**config.mk**
```make
export PLATFORM = sky130hd
export DESIGN_NAME = memory_arbiter
export DESIGN_NICKNAME = d
export VERILOG_FILES = /design/src/rtl/memory_arbiter.sv
export SDC_FILE = /design/constraint.sdc
export NUM_CORES = 1
export LEC_CHECK = 0
export ABC_AREA = 1
export CAP_MARGIN = 20
export CORE_AREA = 2 2 77 153
export CTS_CLUSTER_DIAMETER = 100
export DETAILED_ROUTE_END_ITERATION = 8
export DIE_AREA = 0 0 79 155
export PLACE_DENSITY = 0.86
export SYNTH_ARGS = -nofsm -noshare
export SYNTH_HDL_FRONTEND = slang
export SYNTH_SLANG_ARGS = --single-unit
```
**constraint.sdc**
```tcl
create_clock -name CLK -period 2.5 [get_ports CLK]
set_input_delay 0.5 -clock CLK [delete_from_list [all_inputs] [get_ports CLK]]
set_output_delay 0.5 -clock CLK [all_outputs]
set_load 0.01 [all_outputs]
```
**src/rtl/memory_arbiter.sv**
```systemverilog
// memory_arbiter: shares one single-ported RAM between the fetch and data paths
//   CLK, RST                       clock, synchronous active-high reset
//   iREN, iaddr                    fetch request (held until ihit)
//   dREN, dWEN, daddr, dstore      data request (held until dhit; both high = write)
//   ihit, iload / dhit, dload      completion pulses with the returned word
//   ramREN, ramWEN, ramaddr,
//   ramstore, ramload, ram_done    RAM controller side
//   err                            pulse when an access is aborted by timeout
module memory_arbiter #(
    parameter int ADDR_W      = 32,
    parameter int DATA_W      = 32,
    parameter int TIMEOUT     = 64,
    parameter int MAX_DSTREAK = 4
) (
    input  logic              CLK,
    input  logic              RST,
    input  logic              iREN,
    input  logic [ADDR_W-1:0] iaddr,
    input  logic              dREN,
    input  logic              dWEN,
    input  logic [ADDR_W-1:0] daddr,
    input  logic [DATA_W-1:0] dstore,
    output logic              ihit,
    output logic [DATA_W-1:0] iload,
    output logic              dhit,
    output logic [DATA_W-1:0] dload,
    output logic              ramREN,
    output logic              ramWEN,
    output logic [ADDR_W-1:0] ramaddr,
    output logic [DATA_W-1:0] ramstore,
    input  logic [DATA_W-1:0] ramload,
    input  logic              ram_done,
    output logic              err
);
    localparam int CW = $clog2(TIMEOUT);
    localparam int SW = $clog2(MAX_DSTREAK + 1);
    localparam logic [CW-1:0] CNT_MAX    = CW'(TIMEOUT - 1);
    localparam logic [SW-1:0] STREAK_MAX = SW'(MAX_DSTREAK);
    typedef enum logic [1:0] {IDLE, IACC, DACC} state_t;
    state_t            state;
    logic [ADDR_W-1:0] addr;
    logic [DATA_W-1:0] store;
    logic              we;
    logic [CW-1:0]     cnt;
    logic [SW-1:0]     dstreak;
    logic              grant_d, busy, timeout;
    always_comb begin
        // data wins unless the fetch has been passed over MAX_DSTREAK times in a row
        grant_d  = (dREN | dWEN) & ~(iREN & dstreak == STREAK_MAX);
        busy     = state != IDLE;
        timeout  = busy & ~ram_done & cnt == CNT_MAX;
        // a completion arriving together with reset is dropped
        ihit     = ~RST & state == IACC & ram_done;
        dhit     = ~RST & state == DACC & ram_done;
        err      = ~RST & timeout;
        iload    = ihit ? ramload : '0;
        dload    = dhit ? ramload : '0;
        ramREN   = state == IACC | (state == DACC & ~we);
        ramWEN   = state == DACC & we;
        ramaddr  = busy ? addr : '0;
        ramstore = busy ? store : '0;
    end
    always_ff @(posedge CLK) begin
        if (RST) begin
            state   <= IDLE;
            addr    <= '0;
            store   <= '0;
            we      <= 1'b0;
            cnt     <= '0;
            dstreak <= '0;
        end else if (state == IDLE) begin
            cnt <= '0;
            if (grant_d) begin
                state   <= DACC;
                addr    <= daddr;
                store   <= dstore;
                we      <= dWEN;
                // grant_d with iREN implies dstreak < STREAK_MAX, so no overflow
                dstreak <= iREN ? dstreak + 1'b1 : '0;
            end else if (iREN) begin
                state   <= IACC;
                addr    <= iaddr;
                store   <= '0;
                we      <= 1'b0;
                dstreak <= '0;
            end
        end else if (ram_done | timeout) begin
            state <= IDLE;
        end else begin
            cnt <= cnt + 1'b1;
        end
    end
endmodule

```
-- Word-level counts from Yosys, hierarchy flattened
Cells that the tools add are included.
- reductions and logical operators: 7
- bitwise gates (word level): 18
- equal/unequal tests: 5
- $add $sub $neg: 2
- muxes and demuxes: 17
- operators with widths (kind ; count):
    $mux W32 ; 8
    $and A1 B1 Y1 ; 11
    $mux W3 ; 3
    $mux W2 ; 4
    $add A6 B1 Y6 const B ; 1
    $eq A6 B6 Y1 const B ; 1
    $reduce_bool A2 Y1 ; 3
    $not A1 Y1 ; 4
    $reduce_and A2 Y1 ; 2
    $add A3 B1 Y3 const B ; 1
    $eq A3 B3 Y1 const B ; 1
    $ne A3 B3 Y1 const B ; 1
    $or A1 B1 Y1 ; 3
    $eq A2 B1 Y1 const B ; 1
    $eq A2 B2 Y1 const B ; 1
    $logic_not A2 Y1 ; 1
    $mux W1 ; 2
    $reduce_or A2 Y1 ; 1
- output and inout bits: 133
- input bits: 134
- word-level logic and storage cells: 55
- bits in registers: 76

-- Depth between registers and ports, before layout
- word-level depth: 6
- depth in mapped cells: 10
- depth with buffers taken out: 9

-- Worst setup path before layout
Ideal clock, no wire load.
- path type: input -> output
- start point: input port RST
- end point: output port dload[10]
- arrival time: 1.360 ns
- stages on the path: 5
- path buffers: 2
- data required time: 2.000 ns
- setup slack: 0.640 ns
- cell sequence: buf_6 -> nor3_2 -> inv_1 -> buf_6 -> nor2_1
- cells in the longest elaborated chain, start to end: 4
- ends and longest elaborated chain (item ; RTL line ; source):
    from (decl) ; 16 ; input logic RST,
    $not A1 Y1 ; 54 ; dhit = ~RST & state == DACC & ram_done;
    $and A1 B1 Y1 (2 in series) ; 54 ;
    via dhit ; 25 ; output logic dhit,
    $mux W32 ; 57 ; dload = dhit ? ramload : '0;
    to (decl) ; 26 ; output logic [DATA_W-1:0] dload,
The timed path passes the listed nets, and every way through them passes these cells.

-- Worst setup path in the final report
- start point: input port ram_done
- end point: output port dhit
- cells in the longest elaborated chain, start to end: 1
- ends and longest elaborated chain (item ; RTL line ; source):
    from (decl) ; 32 ; input logic ram_done,
    $and A1 B1 Y1 ; 54 ;
    to (decl) ; 25 ;
No other way between the ends.

==> flow_metrics.env <==
export IMPL_fin_nets=1111
export IMPL_die_h_um=155
export IMPL_synth_cell_types=30
export IMPL_ys_warn_count=0
export IMPL_drc=0
export IMPL_finalSetupViolCount=0
export IMPL_syn_nets=859
export IMPL_worstHoldStart="store[7]"
export IMPL_critPathLaunchType="primary input"
export IMPL_post_cts_setup_buffer_count=0
export IMPL_max_freq_mhz=411.4
export IMPL_synthArstFlopShare=0
export IMPL_fin_util=0.6606
export IMPL_drt_first_iter_violations=188
export IMPL_die_area_sq_um=12250
export IMPL_whs_endpoint="store[7]"
export IMPL_yosys_area_top_type="dfxtp_1"
export IMPL_dp_hpwl_mm=10.62
export IMPL_slowest_delay_ns=0.53
export IMPL_routedWlPerCell_um=12.59
export IMPL_vias=5107
export IMPL_synthFlopType="dfxtp_1"
export IMPL_grt_max_degree=71
export IMPL_hold_path_class="flip-flop to flip-flop"
export IMPL_num_rows=55
export IMPL_finalCritPeriodShare=0.9723
export IMPL_tightest_slew_ns=0.9214
export IMPL_grt_ovfl_total=0
export IMPL_crit_path_cell_trace="clkdlybuf4s50_1 -> inv_1 -> nor3_2 -> buf_4 -> clkdlybuf4s50_1"
export IMPL_num_io_pins=267
export IMPL_first_global_vias=4903
export IMPL_worst_r2r_cell_count=7
export IMPL_critPathTopFamily="buffers and inverters"
export IMPL_ff2ff_setup_slack_ns=0.68
export IMPL_clkPwrFrac=0.340
export IMPL_syn_inst=722
export IMPL_htreeDepth=3
export IMPL_p_comb_frac=0.272
export IMPL_diodes=0
export IMPL_crit_type="primary input to output pin"
export IMPL_initial_core_util=0.4025
export IMPL_core_area_sq_um=11150
export IMPL_placed_cell_area_sq_um=7141
export IMPL_arrival_ns=1.93
export IMPL_power_mw=3.523
export IMPL_switchingPower_mw=1.046
export IMPL_grt_use_total=0.2255
export IMPL_ys_seq_area_frac=0.3391
export IMPL_cts_hold_buf=0
export IMPL_grt_pass1_wl_mm=22.31
export IMPL_synth_seq_cells=76
export IMPL_min_path_cells=2
export IMPL_cellLeakagePower_nw=3.387
export IMPL_fin_tns_setup_ns=0
export IMPL_cts_sinks=76
export IMPL_hold_viol=0
export IMPL_worst_skew_pair_late_latency_ns=0.33
export IMPL_cap_violations=0
export IMPL_path_buf_inv=4
export IMPL_rsz0062_at_grt="false"
export IMPL_irDropWorstVdd_mv=0.3933
export IMPL_postLayoutCellArea_sq_um=7365
export IMPL_critPathCaptureType="output pin"
export IMPL_portBuffers=266
export IMPL_power_density_nw_per_um2=478.4
export IMPL_rr_endpoint="store[30]"
export IMPL_whs_ns=0.4659
export IMPL_synthTopCellsByArea="dfxtp_1, nand2_1, nor2_1, inv_1, a21oi_2"
export IMPL_slew_headroom=0.3857
export IMPL_worstPathRequired_ns=2.00
export IMPL_clkTransAtPathRegs_ns=0.06
export IMPL_netSwitchingFraction=0.2969
export IMPL_synth_edf_count=0
export IMPL_cts_tree="done"
export IMPL_clockBufferDepth=2
export IMPL_place_congestion=0.7587
export IMPL_drtPass1Iterations=4
export IMPL_antenna_found_initial=0
export IMPL_min_period_ns=2.431
export IMPL_routed_wl_mm=14.11
export IMPL_seq_power_share=0.388
export IMPL_finalMaxSlewViolations=0
export IMPL_drt_vias_per_instance=4.556
export IMPL_cp_startpoint="ram_done"
export IMPL_die_w_um=79
export IMPL_r2r_start="dstreak[0]"
export IMPL_critical_path_slowest_cell="clkdlybuf4s50_1"
export IMPL_cts_buffers=9
export IMPL_critPathMaxFanout=3
export IMPL_p_int_mw=2.477
export IMPL_fin_skew_ns=0.005069
export IMPL_final_cell_mix="nand2_1, clkdlybuf4s50_1, nor2_1, inv_1, dfxtp_1"
export IMPL_final_antenna_net_count=0
export IMPL_area_growth_pct=64.14
export IMPL_drive_above_1_share=0.08478
export IMPL_crit_top_cell="clkdlybuf4s50_1"
export IMPL_yosysTopAreaCellShare=0.3391
export IMPL_layout_cells_most_common="nand2_1"
export IMPL_syn_avg_cell_area_sq_um=6.214
export IMPL_clockRootBuffer="clkbuf_16"
export IMPL_synth_area_sq_um=4487
export IMPL_status="finished clean"
## synth_stat cells, types with 2 or more instances
cell,instances
nand2_1,246
nor2_1,139
inv_1,109
dfxtp_1,76
a21oi_1,48
a21oi_2,28
buf_2,14
buf_6,10
clkbuf_1,7
inv_2,5
nand2_2,5
nand3_1,5
o21ai_0,4
buf_12,3
buf_4,3
ha_1,3
clkbuf_8,2
nand3_2,2
nor3_2,2
## kinds of logic after synthesis
kind of cell / count (synthesis) / synth area share
compound gates: 81 / 0.1163
buf+inv: 155 / 0.1718
fa+ha+maj: 3 / 0.008367
flops: 76 / 0.3391
xor+xnor: 2 / 0.003905
simple gates: 405 / 0.3606
## registers in the layout, indices dropped and copies added, names as in the netlist
name     cells
cnt          6
state        2
addr        32
we           1
store       32
dstreak      3
## metrics by stage
step / instances / worst slack (ns)
after floorplan: 722 / 0.6400
after global placement: 1105 / -0.1629
after detailed placement: 1105 / -0.2054
after CTS: 1121 / 0.03229
after global routing: 1121 / 0.001507
final: 1121 / 0.06928
## how the worst max path moves through the flow
stage	slack, ns	endpoint	cells past startpoint
6_report	0.07	dhit	5
4_1_cts	0.03	ihit	5
3_3_place_gp	-0.16	iload[25]	7
2_1_floorplan	0.64	dload[10]	5
3_5_place_dp	-0.21	iload[11]	7
5_1_grt	0.002	iload[17]	7
## timing repair
item,4_1_cts,5_1_grt
pin swaps,0,1
resized for setup,68,14
hold endpoints to repair,0,0
endpoints found under the setup margin,65,17
## power by group through the flow
stage / Clock, mW / Sequential, mW / Combinational, mW
2_1_floorplan: 0 / 1.38 / 0.551
3_3_place_gp: 0 / 1.39 / 0.960
3_5_place_dp: 0 / 1.39 / 0.975
4_1_cts: 1.23 / 1.37 / 0.969
5_1_grt: 1.28 / 1.38 / 1.06
6_report: 1.20 / 1.37 / 0.959
## layer usage
| layer | global-route usage | vias to the layer above | wire, um |
|---|---|---|---|
| met3 | 0.09745 | 21 | 1571 |
| met2 | 0.4044 | 233 | 6963 |
| li1 | - | 2623 | - |
| met4 | 0.07389 | 0 | 318 |
| met5 | 0 | - | 0 |
| met1 | 0.2305 | 2230 | 5258 |
## final cells by class
class / instances / area, sq um
clock inverter: 6 / 38.79
timing repair buffer: 281 / 2746
multi-input combinational: 491 / 2203
tap: 142 / 177.7
inverter: 115 / 436.7
clock buffer: 10 / 239.0
sequential: 76 / 1523
fill: 974 / 3784
## tightest hold or removal path, delay by kind of cell (launching register included)
kind	cells	cell delay, ns
AOI/OAI and AO/OA	1	0.05
and+or+nand+nor	1	0.06
DFF	1	0.31
No activity file was read; power rests on OpenSTA's default activity.
